<file path="src/rtl/pixel_stream_checker.sv">
// -----------------------------------------------------------------------------
// pixel_stream_checker
//   Compares a DUT pixel stream (A) against a golden stream (B) pairwise, over
//   NUM_PIX pixels, within an absolute tolerance TOL.
//   - Each stream enters through its own small skew FIFO. This lets the two
//     streams arrive out of step with each other.
//   - A pair is popped and compared only when both FIFOs hold data.
//   - The block accumulates match/mismatch counts and the largest error.
//   - It captures the first mismatch and reports done/pass.
//
// Ports
//   clk, rst               : rising-edge clock, synchronous active-high reset
//   start                  : one-cycle pulse that begins a frame (ignored in RUN)
//   a_valid/a_data/a_ready : DUT stream input with ready handshake
//   b_valid/b_data/b_ready : golden stream input with ready handshake
//   busy                   : checker is in RUN
//   done, pass             : frame finished / finished with zero mismatches
//   cmp_valid, cmp_match   : per-pair result pulse, one cycle after the pop
//   match_cnt, mism_cnt    : pairs within / outside tolerance (mism saturates)
//   max_err                : largest |A-B| this frame
//   first_vld/idx/a/b      : first mismatch record, never overwritten
// -----------------------------------------------------------------------------

// Small synchronous FIFO used to absorb skew on one stream.
// The read head is visible combinationally on rdata.
module pixel_stream_checker_fifo #(
    parameter int W = 12,
    parameter int D = 4
) (
    input  logic         clk,
    input  logic         rst,
    input  logic         flush,
    input  logic         push,
    input  logic [W-1:0] wdata,
    input  logic         pop,
    output logic [W-1:0] rdata,
    output logic         empty,
    output logic         full
);
    localparam int AW = $clog2(D);

    logic [W-1:0]  mem_r [D];
    logic [AW-1:0] wr_ptr_r;
    logic [AW-1:0] rd_ptr_r;
    logic [AW:0]   cnt_r;
    logic          push_ok_s;
    logic          pop_ok_s;

    assign empty     = (cnt_r == '0);
    assign full      = (cnt_r == (AW+1)'(D));
    assign rdata     = mem_r[rd_ptr_r];
    // Guard against overflow/underflow even if the caller misbehaves.
    assign push_ok_s = push && !full;
    assign pop_ok_s  = pop && !empty;

    // Storage array write; contents need no reset because pointers gate reads.
    always_ff @(posedge clk) begin
        if (push_ok_s) begin
            mem_r[wr_ptr_r] <= wdata;
        end
    end

    // Pointer and occupancy bookkeeping; power-of-two depth lets pointers wrap.
    always_ff @(posedge clk) begin
        if (rst || flush) begin
            wr_ptr_r <= '0;
            rd_ptr_r <= '0;
            cnt_r    <= '0;
        end else begin
            if (push_ok_s) begin
                wr_ptr_r <= wr_ptr_r + AW'(1);
            end
            if (pop_ok_s) begin
                rd_ptr_r <= rd_ptr_r + AW'(1);
            end
            case ({push_ok_s, pop_ok_s})
                2'b10:   cnt_r <= cnt_r + (AW+1)'(1);
                2'b01:   cnt_r <= cnt_r - (AW+1)'(1);
                default: cnt_r <= cnt_r;
            endcase
        end
    end
endmodule


</file>
<file path="config.mk">
export PLATFORM = sky130hd
export DESIGN_NAME = pixel_stream_checker_fifo
export DESIGN_NICKNAME = d
export VERILOG_FILES = /design/src/rtl/pixel_stream_checker.sv
export SDC_FILE = /design/constraint.sdc
export NUM_CORES = 1
export LEC_CHECK = 0
export CORE_ASPECT_RATIO = 1.25
export CORE_MARGIN = 1.5
export CORE_UTILIZATION = 53
export DETAILED_ROUTE_END_ITERATION = 12
export HOLD_SLACK_MARGIN = 0.1
export MAX_ROUTING_LAYER = met4
export PLACE_DENSITY = 0.78
export SYNTH_ARGS = -nofsm -noshare
export SYNTH_HDL_FRONTEND = slang
export SYNTH_SLANG_ARGS = --single-unit
</file>
<file path="constraint.sdc">
create_clock -name clk -period 3.2 [get_ports clk]
set_clock_uncertainty 0.1 [all_clocks]
set_input_delay 0.8 -clock clk [delete_from_list [all_inputs] [get_ports clk]]
set_output_delay 0.8 -clock clk [all_outputs]
set_load 0.005 [all_outputs]
</file>
==> results.yml, run 1 <==
run_status:
  outcome: "finished clean"
power_and_ir_drop:
  power.density_mw_per_mm2: 609
  p_leak_nw: 0.941
  ir_drop_uv: 302
floorplanning:
  die_y_um: 75.4
  ioPinCount: 31
  fp.coreArea_sq_mm: 0.00407
  die_w_um: 60.9
  rows: 26
  initial_core_util_pct: 54.7
  die_area_sq_mm: 0.00460
clock_tree:
  clk_pin_slew_ns: 0.06
  clockBufferDepth: 2
  cts_tree: "yes"
  htreeDepth: 3
  cts_sinks: 57
  postCtsHoldBufs: 0
  cts_root_buf: "clkbuf_8"
  cts.repair.resized: 0
  cts_setup_buffers: 0
  clock_latency_ns: 0.32
  cts_made_buffers: 9
global_route:
  grt-ovfl-total: 0
  grt_max_degree: 13
  grt_pass1_vias: 1188
  grt_pass1_wl_um: 5470
  grtUsageTotal_pct: 18.2
  antenna_found_initial: 0
route:
  routedWlPerCell_um: 16.3
  finalWirelength_um: 3540
  via_per_inst: 5.29
  drtAntennaViolNets: 0
  drt_pass1_iterations: 4
  remaining_drc_errors: 0
  vias: 1147
  drt-initial-drc-count: 34
sta:
  final_hold_viol_count: 0
  fmax_mhz: 359
  setup_violations: 0
  slew_viol_final: 0
  finalCritPeriodShare_pct: 87.0
  slew_headroom_pct: 63.8
  worst_pin_slew_ns: 0.542
  tns_ns: 0
  rsz0062_at_grt: "no"
  period_minus_slack_ns: 2.78
yosys:
  yosysTopAreaCell: "edfxtp_1"
  ys_types: 27
  synth_area_leaders: "edfxtp_1, mux4_2, dfxtp_1"
  seq_area_frac_synth_pct: 72.9
  synth_seq_cells: 57
  synth_area_sq_mm: 0.00222
  postSynthAreaPerCell_sq_um: 18.8
  synth_common_cells: "edfxtp_1, mux4_2, dfxtp_1"
  post-synth-top-count-cell: "edfxtp_1"
  synthCells: 118
  synth_ff_type: "edfxtp_1"
  syn_nets: 141
  synth_async_sr_flop_share_pct: 0
  synth_top_area_share_pct: 64.8
  yosys_warnings: 0
  synth-edff-count: 48
cells_and_area:
  finalNetCount: 179
  drive_above_1_share_pct: 21.1
  insertedDiodeCount: 0
  area_growth_pct: 26.5
  nFillCells: 259
  post-route-util_pct: 69.2
worst_setup_path:
  critPathMaxFanout: 12
  required_ns: 2.30
  crit_path_end_kind: "output pin"
  cp-start-kind: "register"
  crit_arrival_ns: 1.88
  crit_type: "reg2out"
placement:
  dp_hpwl_um: 2340
  gp_congestion: 0.718
  io_buffers: 30
hold_path:
  hold_class: "reg2reg"
flow_run:
  cap_viol_max_count: 0
-- sequential cells by signal, summed over array words and instances, names as in the netlist, named ones only --
| signal | flops |
|---|---|
| cnt_r | 3 |
| mem_r | 48 |
| rd_ptr_r | 2 |
| wr_ptr_r | 2 |
-- metal layers --
| layer | GRT usage, % | vias to the layer above | part of all wire (%) |
|---|---|---|---|
| li1 | - | 536 | - |
| met4 | 9.42 | 0 | 0.88 |
| met5 | - | - | 0 |
| met2 | 29.7 | 33 | 55 |
| met3 | 6.79 | 4 | 3.7 |
| met1 | 19.0 | 574 | 41 |
-- cell usage in the layout (no fill, tap or decap) --
| cell type | netlist | routed |
|---|---|---|
| nand2_1 | 2 | 2 |
| nor2b_1 | 1 | 1 |
| o31ai_2 | 1 | 1 |
| and3_2 | 4 | 4 |
| nor3_1 | 1 | 1 |
| clkbuf_8 | 0 | 9 |
| buf_4 | 1 | 1 |
| nand4_1 | 1 | 1 |
| edfxtp_1 | 48 | 48 |
| o21ai_0 | 4 | 4 |
| a21oi_1 | 4 | 4 |
| or4b_1 | 1 | 1 |
| inv_1 | 7 | 7 |
| or2_0 | 1 | 1 |
| clkinvlp_4 | 0 | 1 |
| or3_2 | 1 | 1 |
| and2_4 | 1 | 1 |
| xor2_1 | 2 | 2 |
| dfxtp_1 | 9 | 9 |
| clkinv_1 | 0 | 3 |
| fa_1 | 1 | 1 |
| nor2_1 | 4 | 4 |
| mux4_2 | 12 | 12 |
| clkdlybuf4s50_1 | 0 | 30 |
| ha_1 | 5 | 5 |
| a21o_2 | 1 | 1 |
| nand3_1 | 1 | 1 |
| or3_1 | 1 | 1 |
| bufinv_16 | 0 | 3 |
| or3b_1 | 1 | 1 |
-- logic make-up (layout without fill, tap and decap cells) --
| logic type | Yosys count | in the layout | synth area share (%) |
|---|---|---|---|
| mux | 12 | 12 | 12.2 |
| xor+xnor | 2 | 2 | 0.788 |
| fa+ha+maj | 6 | 6 | 3.71 |
| compound gates | 10 | 10 | 2.76 |
| buf+inv | 11 | 54 | 2.14 |
| simple gates | 20 | 20 | 5.52 |
| flops | 57 | 57 | 72.9 |
-- power by group --
| group | internal [mW] | switching (mW) |
|---|---|---|
| clock network | 0.509 | 0.270 |
| registers | 0.824 | 0.00581 |
| logic | 0.0617 | 0.0415 |
| total | 1.39 | 0.317 |
-- through the flow --
step / power [mW] / std cells / setup WS, ns / hold slack, ns / area, sq um
after floorplan: 0.889 / 118 / 0.759 / 0.359 / 2220
after global placement: 0.945 / 201 / 0.233 / 0.379 / 2580
after detailed placement: 0.950 / 201 / 0.137 / 0.397 / 2580
after CTS: 1.72 / 217 / 0.373 / 0.407 / 2810
after global routing: 1.76 / 217 / 0.314 / 0.459 / 2810
final: 1.71 / 217 / 0.415 / 0.400 / 2810
-- cell type report --
type                       count  area (sq um)  area share [%]
clock buffer                   9           124            4.40
clock inverter                 7           109            3.87
inverter                       7          26.3           0.934
multi-input combinational     50           554            19.7
sequential                    57          1620            57.7
tap                           56          70.1            2.49
timing repair buffer          31           308            10.9
-- final timing paths --
path                            startpoint                       end  slack [ns]  cells past startpoint
setup / recovery                  register                  rdata[7]        0.42                      3
setup reg to reg     cnt_r[2]$_SDFFE_PP0P_     cnt_r[2]$_SDFFE_PP0P_        0.55                      9
hold / removal    rd_ptr_r[0]$_SDFFE_PP0P_  rd_ptr_r[0]$_SDFFE_PP0P_        0.40                      2
hold reg to reg   rd_ptr_r[0]$_SDFFE_PP0P_  rd_ptr_r[0]$_SDFFE_PP0P_        0.40                      2
-- critical path, stage by stage, from the launching register on --
cell and delay (ns):
dfxtp_1 0.30, buf_4 0.25, mux4_2 0.55, clkdlybuf4s50_1 0.46
Power figures use the tool's default switching activity.
==> inputs of run 2 (changes only) <==
--- a/config.mk
+++ b/config.mk
@@ -6,7 +6,7 @@
 export NUM_CORES = 1
 export LEC_CHECK = 0
 export CORE_ASPECT_RATIO = 1.25
-export CORE_MARGIN = 1.5
+export CORE_MARGIN = 2
 export CORE_UTILIZATION = 53
 export DETAILED_ROUTE_END_ITERATION = 12
 export HOLD_SLACK_MARGIN = 0.1
==> constraint.sdc (replaced) <==
create_clock -name clk -period 3.2 [get_ports clk]
set_clock_uncertainty 0.1 [all_clocks]
set_input_delay 0.64 -clock clk [delete_from_list [all_inputs] [get_ports clk]]
set_output_delay 0.64 -clock clk [all_outputs]
set_load 0.005 [all_outputs]
==> run 2 against run 1 <==
- clock-buffer cell count unchanged
- critical path depth is the same
- wire length grew 3.1%
- clock power barely moved
- die area rose by 3.0%
- first-iteration DRC count grew 79%
- power grew 0.22%
- global-route usage is 0.25 points higher
- via count increased by 2.2%
- sequential share of layout area stayed put
- worst setup slack worse by 0.039 ns
- critical path type unchanged
- critical endpoint is now rdata[5]
==> results.yml, run 2 (synthesis gave the netlist of run 1 again) <==
global_route:
  antenna_found_initial: 0
  grt-ovfl-total: 0
  grt_max_degree: 13
  grt_pass1_vias: 1240
  grt_pass1_wl_um: 5830
  grtUsageTotal_pct: 18.5
route:
  drt-initial-drc-count: 61
  drtAntennaViolNets: 0
  via_per_inst: 5.40
  routedWlPerCell_um: 16.8
  vias: 1172
  drt_pass1_iterations: 4
  finalWirelength_um: 3650
  remaining_drc_errors: 0
clock_tree:
  cts_made_buffers: 9
  cts_setup_buffers: 0
  clock_latency_ns: 0.33
  postCtsHoldBufs: 0
  cts.repair.resized: 0
  clockBufferDepth: 2
  cts_sinks: 57
  cts_tree: "yes"
  cts_root_buf: "clkbuf_8"
  htreeDepth: 3
  clk_pin_slew_ns: 0.06
cells_and_area:
  finalNetCount: 179
  regMostFlops: "mem_r"
  drive_above_1_share_pct: 22.4
  insertedDiodeCount: 0
  area_growth_pct: 26.5
  mostFrequentLayoutCells: "edfxtp_1, clkdlybuf4s50_1, mux4_2"
  register_area_sq_mm: 0.00162
  layout_commonest_cell: "edfxtp_1"
  multi_input_area_sq_um: 554
  largest_reg_flops: 48
  top_regs: "mem_r x48, cnt_r x3"
  fin_cells: 217
  post-route-util_pct: 69.2
  nFillCells: 282
worst_setup_path:
  path_cells: "buf_4, mux4_2, clkdlybuf4s50_1"
  crit_path_end_kind: "output pin"
  required_ns: 2.46
  crit_type: "reg2out"
  path_buf_inv: 2
  path_delay_family: "buffers and inverters"
  cp-start-kind: "register"
  critical-path-max-stage-delay_ns: 0.53
  critPathSlowestCell: "mux4_2"
  critPathMaxFanout: 8
  crit_arrival_ns: 2.08
sta:
  period_minus_slack_ns: 2.82
  finalCritPeriodShare_pct: 88.3
  whs_ns: 0.413
  setup_violations: 0
  slew_viol_final: 0
  fmax_mhz: 354
  final_hold_viol_count: 0
  tns_ns: 0
  rsz0062_at_grt: "no"
  worst_pin_slew_ns: 0.611
  slew_headroom_pct: 59.2
placement:
  io_buffers: 30
  dp_cells: 201
  gp_congestion: 0.701
  dp_hpwl_um: 2410
power_and_ir_drop:
  seqPwrFrac_pct: 48.5
  internal_power_mw: 1.40
  p_leak_nw: 0.950
  ir_drop_uv: 394
  swShare_pct: 18.6
  power.density_mw_per_mm2: 610
  clock_power_share_pct: 45.6
  p_switching_mw: 0.320
  combPwrFrac_pct: 6.0
hold_path:
  hold_class: "reg2reg"
floorplanning:
  initial_core_util_pct: 54.7
  fp.coreArea_sq_mm: 0.00407
  die_y_um: 76.4
  die_w_um: 61.9
  ioPinCount: 31
  rows: 26
  die_area_sq_mm: 0.00473
run_status:
  outcome: "finished clean"
flow_run:
  cap_viol_max_count: 0
[run 2: worst paths after layout]
| path | end | from | slack [ns] | cells past startpoint |
|---|---|---|---|---|
| setup / recovery | rdata[5] | register | 0.38 | 3 |
| setup reg to reg | cnt_r[2]$_SDFFE_PP0P_ | cnt_r[2]$_SDFFE_PP0P_ | 0.59 | 9 |
| hold reg to reg | register | rd_ptr_r[1]$_SDFFE_PP0P_ | 0.41 | 2 |
| hold / removal | register | rd_ptr_r[1]$_SDFFE_PP0P_ | 0.41 | 2 |
[run 2: worst min-delay path: stages, from the launching register on]
cell and delay (ns):
dfxtp_1 0.31, o21ai_0 0.07, a21oi_1 0.08
[run 2: per-layer routing]
metal / routed length [um] / vias up / share of wire, % / GRT usage, %
li1: - / 540 / - / -
met1: 1480 / 588 / 41 / 21.9
met2: 1940 / 33 / 53 / 28.1
met3: 141 / 11 / 3.9 / 4.58
met4: 85 / 0 / 2.3 / 10.2
met5: 0 / - / 0 / -
[run 2: power by group through the flow]
stage	clock network [mW]	registers, mW	logic, mW
6_report	0.781	0.831	0.103
5_1_grt	0.828	0.833	0.112
4_1_cts	0.795	0.831	0.104
3_5_place_dp	0	0.847	0.104
3_3_place_gp	0	0.845	0.100
2_1_floorplan	0	0.844	0.0445
[run 2: stage by stage]
| step | power (mW) | cell area (sq um) | setup WS, ns |
|---|---|---|---|
| after global placement | 0.945 | 2580 | 0.391 |
| after detailed placement | 0.951 | 2580 | 0.300 |
| final | 1.72 | 2810 | 0.376 |
| after global routing | 1.77 | 2810 | 0.232 |
| after floorplan | 0.889 | 2220 | 0.759 |
| after CTS | 1.73 | 2810 | 0.314 |
[run 2: final cells by class]
class	count	share of cell area (%)
repair buffers	31	10.9
inverters	7	0.934
clock buffers	9	4.40
multi-input cells	50	19.7
clock inverters	7	3.87
well taps	56	2.49
flip-flops and latches	57	57.7
==> inputs of run 3 (changes only) <==
--- a/config.mk
+++ b/config.mk
@@ -5,6 +5,7 @@
 export SDC_FILE = /design/constraint.sdc
 export NUM_CORES = 1
 export LEC_CHECK = 0
+export ABC_CLOCK_PERIOD_IN_PS = 3200
 export CORE_ASPECT_RATIO = 1.25
 export CORE_MARGIN = 2
 export CORE_UTILIZATION = 53
==> results of run 3 <==
Final layout, timing and power as in run 2 (identical DEF).
